## src/rtl/multicycle_control.sv

```systemverilog
// Multicycle MIPS-subset control FSM. 2-5 cycles per instruction when memory responds immediately.
// Memory backpressure: FETCH, MEMRD and MEMWR hold while mem_ready is low. All outputs stay stable during the stall.
module multicycle_control (
    input  logic       clk,
    input  logic       rst,
    input  logic [5:0] opcode,
    input  logic       mem_ready,
    output logic       IRwrite,
    output logic       PCwrite,
    output logic       PCwritecond,
    output logic       IorD,
    output logic       MemRead,
    output logic       MemWrite,
    output logic       MemtoReg,
    output logic       RegDst,
    output logic       RegWrite,
    output logic       ALUSrcA,
    output logic [1:0] ALUSrcB,
    output logic [1:0] ALUOp,
    output logic [1:0] PCSource,
    output logic       instr_done,
    output logic       illegal_op,
    output logic [3:0] state
);

    typedef enum logic [3:0] {
        FETCH  = 4'd0,
        DECODE = 4'd1,
        MEMADR = 4'd2,
        MEMRD  = 4'd3,
        MEMWB  = 4'd4,
        MEMWR  = 4'd5,
        EXEC   = 4'd6,
        ALUWB  = 4'd7,
        BRANCH = 4'd8,
        ADDIEX = 4'd9,
        ADDIWB = 4'd10,
        JUMP   = 4'd11
    } state_t;

    localparam logic [5:0] OP_RTYPE = 6'b000000;
    localparam logic [5:0] OP_LW    = 6'b100011;
    localparam logic [5:0] OP_SW    = 6'b101011;
    localparam logic [5:0] OP_BEQ   = 6'b000100;
    localparam logic [5:0] OP_ADDI  = 6'b001000;
    localparam logic [5:0] OP_J     = 6'b000010;

    state_t cur, nxt;

    always_ff @(posedge clk) begin
        if (!rst) begin
            cur <= FETCH;
        end else begin
            cur <= nxt;
        end
    end

    assign state = cur;

    always_comb begin
        nxt = FETCH;
        case (cur)
            FETCH:  nxt = mem_ready ? DECODE : FETCH;
            DECODE: begin
                case (opcode)
                    OP_RTYPE:     nxt = EXEC;
                    OP_LW, OP_SW: nxt = MEMADR;
                    OP_BEQ:       nxt = BRANCH;
                    OP_ADDI:      nxt = ADDIEX;
                    OP_J:         nxt = JUMP;
                    default:      nxt = FETCH;
                endcase
            end
            // Anything other than sw falls through to the load path.
            MEMADR: nxt = (opcode == OP_SW) ? MEMWR : MEMRD;
            MEMRD:  nxt = mem_ready ? MEMWB : MEMRD;
            MEMWB:  nxt = FETCH;
            MEMWR:  nxt = mem_ready ? FETCH : MEMWR;
            EXEC:   nxt = ALUWB;
            ALUWB:  nxt = FETCH;
            BRANCH: nxt = FETCH;
            ADDIEX: nxt = ADDIWB;
            ADDIWB: nxt = FETCH;
            JUMP:   nxt = FETCH;
            default: nxt = FETCH;
        endcase
    end

    always_comb begin
        IRwrite     = 1'b0;
        PCwrite     = 1'b0;
        PCwritecond = 1'b0;
        IorD        = 1'b0;
        MemRead     = 1'b0;
        MemWrite    = 1'b0;
        MemtoReg    = 1'b0;
        RegDst      = 1'b0;
        RegWrite    = 1'b0;
        ALUSrcA     = 1'b0;
        ALUSrcB     = 2'b00;
        ALUOp       = 2'b00;
        PCSource    = 2'b00;
        instr_done  = 1'b0;
        illegal_op  = 1'b0;
        case (cur)
            FETCH: begin
                // PC+4 is computed every FETCH cycle but only committed with the instruction.
                MemRead = 1'b1;
                ALUSrcB = 2'b01;
                IRwrite = mem_ready;
                PCwrite = mem_ready;
            end
            DECODE: begin
                ALUSrcB = 2'b11;
                case (opcode)
                    OP_RTYPE, OP_LW, OP_SW, OP_BEQ, OP_ADDI, OP_J: illegal_op = 1'b0;
                    default: illegal_op = 1'b1;
                endcase
            end
            MEMADR: begin
                ALUSrcA = 1'b1;
                ALUSrcB = 2'b10;
            end
            MEMRD: begin
                MemRead = 1'b1;
                IorD    = 1'b1;
            end
            MEMWB: begin
                RegWrite   = 1'b1;
                MemtoReg   = 1'b1;
                instr_done = 1'b1;
            end
            MEMWR: begin
                MemWrite   = 1'b1;
                IorD       = 1'b1;
                instr_done = mem_ready;
            end
            EXEC: begin
                ALUSrcA = 1'b1;
                ALUOp   = 2'b10;
            end
            ALUWB: begin
                RegWrite   = 1'b1;
                RegDst     = 1'b1;
                instr_done = 1'b1;
            end
            BRANCH: begin
                ALUSrcA     = 1'b1;
                ALUOp       = 2'b01;
                PCwritecond = 1'b1;
                PCSource    = 2'b01;
                instr_done  = 1'b1;
            end
            ADDIEX: begin
                ALUSrcA = 1'b1;
                ALUSrcB = 2'b10;
            end
            ADDIWB: begin
                RegWrite   = 1'b1;
                instr_done = 1'b1;
            end
            JUMP: begin
                PCwrite    = 1'b1;
                PCSource   = 2'b10;
                instr_done = 1'b1;
            end
            default: begin
                illegal_op = 1'b0;
            end
        endcase
        // Reset silences every strobe, even before the state register has settled.
        if (!rst) begin
            IRwrite     = 1'b0;
            PCwrite     = 1'b0;
            PCwritecond = 1'b0;
            IorD        = 1'b0;
            MemRead     = 1'b0;
            MemWrite    = 1'b0;
            MemtoReg    = 1'b0;
            RegDst      = 1'b0;
            RegWrite    = 1'b0;
            ALUSrcA     = 1'b0;
            ALUSrcB     = 2'b00;
            ALUOp       = 2'b00;
            PCSource    = 2'b00;
            instr_done  = 1'b0;
            illegal_op  = 1'b0;
        end
    end

endmodule

```

## config.mk

```make
export PLATFORM = sky130hd
export DESIGN_NAME = multicycle_control
export DESIGN_NICKNAME = d
export VERILOG_FILES = /design/src/rtl/multicycle_control.sv
export SDC_FILE = /design/constraint.sdc
export NUM_CORES = 1
export LEC_CHECK = 0
export ABC_AREA = 1
export CAP_MARGIN = 40
export CORE_MARGIN = 8
export CORE_UTILIZATION = 38
export DETAILED_ROUTE_END_ITERATION = 12
export GPL_TIMING_DRIVEN = 0
export HOLD_SLACK_MARGIN = 0.06
export PLACE_DENSITY = 0.82
export SLEW_MARGIN = 25
export SYNTH_ARGS = -nofsm -noshare
export SYNTH_HDL_FRONTEND = slang
export SYNTH_SLANG_ARGS = --single-unit
```

## constraint.sdc

```tcl
create_clock -name clk -period 1.9 [get_ports clk]
set_input_delay 0.19 -clock clk [delete_from_list [all_inputs] [get_ports clk]]
set_output_delay 0.19 -clock clk [all_outputs]
set_load 0.02 [all_outputs]
```

==> results.sh, run 1 <==
export IMPL_fin_skew_ns=0.00333
export IMPL_largest_reg_flops=4
export IMPL_grtUsageTotal_pct=11.9
export IMPL_synthToLayoutAreaGrowth_pct=61.7
export IMPL_status="finished, final reports clean"
export IMPL_slew_violations=0
export IMPL_ys_ff_latch=4
export IMPL_worst_slew_pin_slew_ns=0.262
export IMPL_synth_nets=109
export IMPL_synthTopCellsByCount="nor2_1, nand2_1, inv_1"
export IMPL_critical_path_top_delay_family="buffers and inverters"
export IMPL_fin_area_um2=823
export IMPL_clkSinkCount=4
export IMPL_cp_cell_sequence="clkdlybuf4s50_1 > inv_1 > clkbuf_2 > o22ai_1 > dlygate4sd2_1"
export IMPL_rsz0062_at_grt="false"
export IMPL_antenna_found_initial=0
export IMPL_cts_buffer_depth=2
export IMPL_synth_mux_area_share_pct=0
export IMPL_antenna_cells=0
export IMPL_drt_pass1_iter_count=6
export IMPL_start_util_pct=40.1
export IMPL_timing_fmax_mhz=551
export IMPL_setup_slack_ns=0.0864
export IMPL_viasPerCell=4.93
export IMPL_synth_compound_area_share_pct=14.5
export IMPL_die_y_um=52.6
export IMPL_r2r_start="state[2]"
export IMPL_ir_worst_vdd_v=0.000328
export IMPL_drv_cap=0
export IMPL_critPathBufInv=4
export IMPL_grt_pass1_wl_um=2630
export IMPL_hold_viol=0
export IMPL_clkPwrFrac_pct=36.0
export IMPL_synth_area_um2=509
export IMPL_post_synth_top_count_cell="nor2_1"
export IMPL_synth_xor_area_share_pct=0
export IMPL_cts_root_buf="clkbuf_4"
export IMPL_dp_slack_ns=-0.276
export IMPL_synth_warnings=0
export IMPL_antenna_left=0
export IMPL_finalCritPeriodShare_pct=95.5
export IMPL_switching_share_pct=31.3
export IMPL_via_count=729
export IMPL_power_density_nw_per_um2=347
export IMPL_p_comb_share_pct=32.3
export IMPL_worstSetupStartpointType="input pin"
export IMPL_critPathCaptureType="primary output"
export IMPL_cts_tree="built"
export IMPL_synth_edff_count=0
export IMPL_timing_final_crit_period_ns=1.81
export IMPL_grt_pass1_vias=640
export IMPL_synth_fa_ha_area_share_pct=0
export IMPL_worst_path_max_delay_cell="clkdlybuf4s50_1"
export IMPL_synth_simple_area_share_pct=56.5
export IMPL_crit_arrival_ns=1.62
export IMPL_yosysUniqueCellTypes=21
export IMPL_seqPwrFrac_pct=31.7
export IMPL_dieArea_um2=2770
export IMPL_first_iter_violations=24
export IMPL_p_leak_nw=0.478
export IMPL_hold_start="state[0]"
export IMPL_netlist_instances=100
export IMPL_synth_top_cell_by_area="nor2_1"
export IMPL_async_flop_share_pct=0
export IMPL_grt_max_degree=11
export IMPL_clk_pin_slew_ns=0.04
export IMPL_dp_hpwl_um=1400
export IMPL_routed_wl_um=1640
export IMPL_ys_top_cells_by_area="nor2_1, nand2_1, dfxtp_1"
export IMPL_syn_area_per_cell_um2=5.09
export IMPL_die_x_um=52.6
export IMPL_io_buffers=30
export IMPL_routedWlPerCell_um=11.1
export IMPL_drive_gt1_share_pct=11.3
export IMPL_ys_flop_type="dfxtp_1"
export IMPL_crit_path_start="rst"
export IMPL_min_path_type="reg -> reg"
export IMPL_placed_cell_area_um2=828
export IMPL_intPower_mw=0.196
export IMPL_relSlewSlack_pct=82.5
export IMPL_setup_viol=0
export IMPL_max_stage_delay_ns=0.61
export IMPL_drc=0
export IMPL_clk_latency_ns=0.23
export IMPL_gp_congestion=0.832
export IMPL_critical_path_class="in -> out"
export IMPL_final_nets=144
export IMPL_rows=13
export IMPL_cts_max_level=1
export IMPL_grt_overflow_total=0
export IMPL_cts_hold_buf=0
export IMPL_cts_inserted_buffers=3
export IMPL_io_pins=31
export IMPL_synth_seq_area_share_pct=15.7
export IMPL_cp_max_fo=10
export IMPL_synth_top_area_share_pct=19.2
export IMPL_coreArea_um2=1270
export IMPL_synth_top_family_by_area="simple AND/OR/NAND/NOR gates"
export IMPL_power_switching_mw=0.0894
export IMPL_crit_required_ns=1.71
## layout make-up
cell class / instances / area [um2]
tap: 15 / 18.8
fill: 143 / 445
clock buffer: 3 / 22.5
timing repair buffer: 30 / 268
buffer: 2 / 12.5
multi-input combinational: 79 / 364
sequential: 4 / 81.3
inverter: 15 / 56.3
## through the flow
| stage | power, mW | util [%] | instances | hold slack (ns) | TNS (ns) |
|---|---|---|---|---|---|
| floorplan | 0.141 | - | 100 | 0.410 | 0 |
| global placement | 0.189 | 65.3 | 145 | 0.695 | -1.82 |
| detailed placement | 0.190 | 65.3 | 145 | 0.693 | -1.89 |
| CTS | 0.286 | 65.4 | 148 | 0.661 | 0 |
| global route | 0.310 | 64.9 | 148 | 0.708 | 0 |
| finish | 0.286 | 64.9 | 148 | 0.661 | 0 |
## worst register-to-register path: stages (launching register included)
cell and delay, ns:
dfxtp_1 0.35, nor2_2 0.22, inv_1 0.15, nor2_1 0.14, nand2_1 0.07, nand3_1 0.07, nor2_1 0.05, nor2_1 0.10
## timing repair
item                                   CTS  global route
setup buffers                            0             0
endpoints found under the hold margin    0             0
resized for setup                       19            14
setup endpoints to repair               18             8
## logic make-up (layout without fill, tap and decap cells)
family,after synthesis,in the layout
and+or+nand+nor,68,68
buffers and inverters,17,50
AOI/OAI and AO/OA,11,11
DFF,4,4
## power groups by stage
stage	sequential, mW	clock (mW)	combinational [mW]
2_1_floorplan	0.0933	0	0.0475
3_3_place_gp	0.0912	0	0.0974
3_5_place_dp	0.0914	0	0.0984
4_1_cts	0.0905	0.104	0.0924
5_1_grt	0.0907	0.118	0.102
6_report	0.0905	0.103	0.0922
## worst paths after layout
path	depth (start not counted)	endpoint	slack, ns
worst max-delay path	5	PCwrite	0.09
worst min-delay path	4	state[3]	0.66
worst max register to register	7	state[2]	0.69
worst min register to register	4	state[3]	0.66
## per-layer routing
layer | track usage [%] | routed length, um | vias to the layer above
li1 | - | - | 387
met1 | 13.6 | 707 | 302
met2 | 20.4 | 747 | 38
met3 | 2.84 | 180 | 2
met4 | 5.17 | 8 | 0
met5 | 0 | 0 | -
## placed cells by master, fill, tap and decap left out, drive strengths merged, types with 2 or more instances in the layout
cell type | netlist | layout
a211oi | 2 | 2
a21oi | 4 | 4
clkbuf | 1 | 7
clkdlybuf4s50 | 0 | 12
dfxtp | 4 | 4
dlygate4sd2 | 0 | 14
inv | 14 | 14
nand2 | 25 | 25
nand3 | 10 | 10
nor2 | 29 | 29
nor3 | 2 | 2
No activity file was read; power rests on OpenSTA's default activity.
==> run 2: changes to the inputs <==
--- a/config.mk
+++ b/config.mk
@@ -13,6 +13,7 @@
 export GPL_TIMING_DRIVEN = 0
 export HOLD_SLACK_MARGIN = 0.06
 export PLACE_DENSITY = 0.82
+export RECOVER_POWER = 50
 export SLEW_MARGIN = 25
 export SYNTH_ARGS = -nofsm -noshare
 export SYNTH_HDL_FRONTEND = slang
==> constraint.sdc (replaced) <==
create_clock -name clk -period 2.3 [get_ports clk]
set_input_delay 0.23 -clock clk [delete_from_list [all_inputs] [get_ports clk]]
set_output_delay 0.23 -clock clk [all_outputs]
set_load 0.02 [all_outputs]
==> run 2 against run 1 <==
Compared with the run above:
- final cell count did not move
- utilization rose by 0.69 points
- setup slack improved by 0.0094 ns
- critical endpoint is now ALUSrcB[0]
- register-to-register slack improved by 0.40 ns
- first-iteration DRC count is 46% lower
==> results.sh, run 2 (same netlist as run 1, synthesis figures left out) <==
export IMPL_gp_congestion=0.832
export IMPL_antenna_left=0
export IMPL_first_iter_violations=13
export IMPL_die_y_um=52.6
export IMPL_seqPwrFrac_pct=31.5
export IMPL_switching_share_pct=31.2
export IMPL_wl_met2_um=735
export IMPL_grt_overflow_total=0
export IMPL_final_nets=144
export IMPL_dp_hpwl_um=1400
export IMPL_antenna_cells=0
export IMPL_drv_cap=0
export IMPL_die_x_um=52.6
export IMPL_crit_required_ns=2.07
export IMPL_timing_final_crit_period_ns=2.20
export IMPL_post_layout_nonfiller_instances=148
export IMPL_placed_cell_area_um2=828
export IMPL_critical_path_class="in -> out"
export IMPL_final_cell_mix="nor2_1, nand2_1, clkdlybuf4s50_1"
export IMPL_ir_worst_vdd_v=0.000270
export IMPL_r2r_start="state[2]"
export IMPL_n_fill_cell=149
export IMPL_postLayoutCoreUtil_pct=65.6
export IMPL_start_util_pct=40.1
export IMPL_largest_reg_flops=4
export IMPL_cts_hold_buf=0
export IMPL_seq_area_um2=80.1
export IMPL_hold_start="state[0]"
export IMPL_setup_slack_ns=0.0958
export IMPL_clkSinkCount=4
export IMPL_grt_pass1_wl_um=2620
export IMPL_clk_pin_slew_ns=0.04
export IMPL_cpMostUsedCell="clkdlybuf4s50_1"
export IMPL_dp_cells=145
export IMPL_viasPerCell=4.87
export IMPL_dr_wl_met3_um=155
export IMPL_cts_root_buf="clkbuf_4"
export IMPL_antenna_found_initial=0
export IMPL_tns_ns=0
export IMPL_fin_area_um2=832
export IMPL_hold_viol=0
export IMPL_io_buffers=30
export IMPL_critPathBufInv=4
export IMPL_reg2reg_depth=7
export IMPL_dieArea_um2=2770
export IMPL_critical_path_top_delay_family="buffers and inverters"
export IMPL_crit_arrival_ns=1.97
export IMPL_power_mw=0.236
export IMPL_ff2ff_setup_slack_ns=1.09
export IMPL_synthToLayoutAreaGrowth_pct=63.4
export IMPL_power_density_nw_per_um2=284
export IMPL_grtUsageTotal_pct=11.9
export IMPL_p_comb_share_pct=32.5
export IMPL_routed_wl_um=1630
export IMPL_drc=0
export IMPL_worstSetupStartpointType="input pin"
export IMPL_worst_slew_pin_slew_ns=0.433
export IMPL_layout_commonest_cell="nor2_1"
export IMPL_hold_depth=4
export IMPL_multi_input_area_um2=362
export IMPL_power_switching_mw=0.0737
export IMPL_relSlewSlack_pct=71.1
export IMPL_cts_buffer_depth=2
export IMPL_grt_pass1_vias=637
export IMPL_drt_pass1_iter_count=4
export IMPL_grt_max_degree=11
export IMPL_rsz0062_at_grt="false"
export IMPL_critPathCaptureType="primary output"
export IMPL_dp_slack_ns=0.0443
export IMPL_worst_path_max_delay_cell="clkdlybuf4s50_1"
export IMPL_holdWs_ns=0.693
export IMPL_cts_tree="built"
export IMPL_r2r_end="state[2]"
export IMPL_via_count=721
export IMPL_routedWlPerCell_um=11.0
export IMPL_setup_viol=0
export IMPL_cts_max_level=1
export IMPL_coreArea_um2=1270
export IMPL_status="finished, final reports clean"
export IMPL_clk_latency_ns=0.23
export IMPL_clkPwrFrac_pct=36.0
export IMPL_timing_fmax_mhz=454
export IMPL_cts_inserted_buffers=3
export IMPL_min_path_type="reg -> reg"
export IMPL_cp_max_fo=10
export IMPL_cp_cell_sequence="clkdlybuf4s50_1 > inv_1 > clkbuf_1 > nor3_1 > clkdlybuf4s50_1"
export IMPL_top_layer_used="met4"
export IMPL_slew_violations=0
export IMPL_fin_skew_ns=0.00333
export IMPL_max_stage_delay_ns=0.63
export IMPL_intPower_mw=0.162
export IMPL_finalCritPeriodShare_pct=95.8
export IMPL_holdPathEnd="state[3]"
export IMPL_p_leak_nw=0.418
export IMPL_rows=13
export IMPL_io_pins=31
export IMPL_drive_gt1_share_pct=6.77
export IMPL_drt_met1_wl_um=727
run 2: cell count changes in the layout (fill, tap and decap cells not counted), sizes merged:
cell and change:
dlygate4sd2 -14, clkdlybuf4s50 +9, clkdlybuf4s15 -1, dlygate4sd3 +6
run 2: tightest hold or removal path: stages, from the launching register on:
cell     delay, ns
dfxtp_1       0.36
inv_1         0.07
nor2_1        0.05
nand2_1       0.09
a21oi_1       0.07
run 2: power groups by stage:
stage	combinational, mW	clock [mW]	sequential (mW)
global route	0.0845	0.0972	0.0745
global placement	0.0805	0	0.0754
floorplan	0.0392	0	0.0771
CTS	0.0816	0.0855	0.0745
detailed placement	0.0813	0	0.0755
finish	0.0767	0.0850	0.0744
run 2: timing repair:
item | in CTS | in global routing
buffers inserted | 0 | 0
endpoints found under the setup margin | 0 | 3
resized for setup | 0 | 3
run 2: area by class of cell:
class	instances	share of cell area, %
inverters	15	6.77
clock buffers	3	2.71
plain buffers	2	1.35
well taps	15	2.26
multi-input cells	79	43.5
repair buffers	30	33.8
flip-flops and latches	4	9.62
run 2: how the worst max path moves through the flow:
stage	from	slack, ns	end	depth (start not counted)
floorplan	state[3]	0.65	RegWrite	4
global placement	rst	0.05	MemRead	5
detailed placement	rst	0.04	MemRead	5
CTS	rst	0.04	MemRead	5
global route	rst	0.001	PCwrite	5
finish	rst	0.1	ALUSrcB[0]	5
run 2: routing by layer:
| layer | vias up | track usage (%) |
|---|---|---|
| li1 | 388 | - |
| met1 | 297 | 13.6 |
| met2 | 34 | 20.4 |
| met3 | 2 | 2.56 |
| met4 | 0 | 5.17 |
| met5 | - | 0 |
==> variant, RTL diff (flow settings as in run 2) <==
Make the reset (`rst`) asynchronous in one clocked block.
--- a/src/rtl/multicycle_control.sv
+++ b/src/rtl/multicycle_control.sv
@@ -49,3 +49,3 @@
 
-    always_ff @(posedge clk) begin
+    always_ff @(posedge clk or negedge rst) begin
         if (!rst) begin
Function: differs if rst is asserted again (counterexample within 4 cycles, from zero or initial values and one cycle with rst low); with rst held inactive, the same outputs for 10 cycles.
==> variant against run 2 <==
Synthesized area increased by 9.6%. Sequential share of layout area grew 1.5 points. Synthesized cell count grew 4.0%. Utilization down 2.7 points. Cell area grew 8.6%. Wire length increased by 10%. Sequential cell count is the same. Critical path type is now register to output port. Highest routed layer unchanged. Final cell count is 4.1% higher. Critical endpoint is now ALUSrcB[1]. Worst setup slack gained 0.015 ns. Clock skew decreased by 0.0018 ns.
Power is not compared: it rests on default switching activity, and its combinational part moved more than twofold at a synthesized area within 25%.
==> variant: results (changes against run 2) <==
metric,value,unit,change
status,finished clean,,unchanged
place_ws,-0.161,ns,was 0.0443 ns
largest_reg_flops,4,,unchanged
wirelength,1790,microns,was 1630 microns
syn_nets,113,,was 109
nNetsFinal,149,,was 144
synth_cell_type_count,17,,was 21
async_reset_ff_share,100,%,was 0%
vias_per_cell,5.05,,was 4.87
ys_seq_area_share,17.9,%,was 15.7%
critPathMaxFanout,6,,was 10
grt_first_pass_wirelength,2950,microns,was 2620 microns
drive_gt1_share,14.5,%,was 6.77%
drt_iter0_markers,20,,was 13
root_buffer,clkbuf_4,,unchanged
ys.flop_type,dfrtp_1,,was dfxtp_1
place_congestion,0.865,,was 0.832
synthTopCellsByArea,"nand2_1 (19%), dfrtp_1 (18%), nor2_1 (15%)",,"was nor2_1 (19%), nand2_1 (18%), dfxtp_1 (16%)"
grt.total_usage,12.7,%,was 11.9%
clk_latency,0.23,ns,about the same
hpwl,1520,microns,was 1400 microns
min_path_type,input port to async pin,,was register to register
grt_max_degree,11,,unchanged
clock-skew-final,0.00150,ns,was 0.00333 ns
dpl-instance-area,878,sq um,was 828 sq um
==> variant: cell types whose count changed in the layout (fill, tap and decap cells not counted), moves of 3 or more <==
cell | before | now
nand2_1 | 25 | 28
nor2_4 | 1 | 4
nor2_1 | 26 | 23
nand2_2 | 0 | 3
dfxtp_1 | 4 | 0
inv_2 | 1 | 6
nand3_1 | 10 | 15
dfrtp_1 | 0 | 4
inv_1 | 13 | 9
==> variant: where the power goes <==
part           total (uW)  internal (uW)  switching [uW]
logic                 517            203             314
registers             125           92.7            32.2
clock network        87.4           58.4            29.0
total                 730            355             375
==> variant: what timing repair did <==
action,in CTS,in global routing
hold buffers,1,0
resized for setup,1,1
hold endpoints to repair,4,0
setup endpoints to repair,12,1
==> variant: logic make-up (layout without fill, tap and decap cells) <==
group	count (synthesis)	in the layout	synth area share [%]
AND/OR/NAND/NOR	78	78	65.2
buffers and inverters	17	51	12.1
AO/OA/AOI/OAI	5	5	4.71
flip-flops	4	4	17.9
==> variant: worst paths after layout <==
| check | startpoint | end | slack, ns |
|---|---|---|---|
| hold reg to reg | state[0]$_DFF_PN0_ | state[1]$_DFF_PN0_ | 0.75 |
| setup / recovery | state[2]$_DFF_PN0_ | ALUSrcB[1] | 0.11 |
| setup reg to reg | state[2]$_DFF_PN0_ | state[2]$_DFF_PN0_ | 1.08 |
| min in group clk | state[0]$_DFF_PN0_ | state[1]$_DFF_PN0_ | 0.75 |
| hold / removal | rst | state[2]$_DFF_PN0_ | 0.66 |
| max in group asynchronous | rst | state[1]$_DFF_PN0_ | 1.47 |
==> variant: worst register-to-register path, stage by stage (launching register included) <==
cell and delay (ns):
dfrtp_1 0.45, nor2_4 0.22, inv_2 0.09, nor2_4 0.16, inv_2 0.06, nor2_2 0.07
nor2_1 0.04, nand2_1 0.06
==> variant: area by class of cell <==
class,count,area (sq um),area share (%)
multi-input combinational,83,390,43.2
buffer,2,11.3,1.25
sequential,4,100,11.1
inverter,15,56.3,6.23
tap,16,20.0,2.22
clock buffer,3,22.5,2.49
timing repair buffer,31,303,33.5
==> variant: per-layer routing <==
metal,vias to the layer above,GRT usage (%),wire [microns]
met2,37,24.0,928
met4,0,4.51,14
met1,344,12.2,649
li1,394,-,-
met3,2,4.62,200
met5,-,0,0
==> variant: stage by stage <==
stage               utilization (%)  cells  total power (uW)
finish                         62.9    154               730
global route                   62.9    154               790
CTS                            63.3    154               750
detailed placement             61.1    150               659
global placement               61.1    150               651
floorplan                         -    104               445
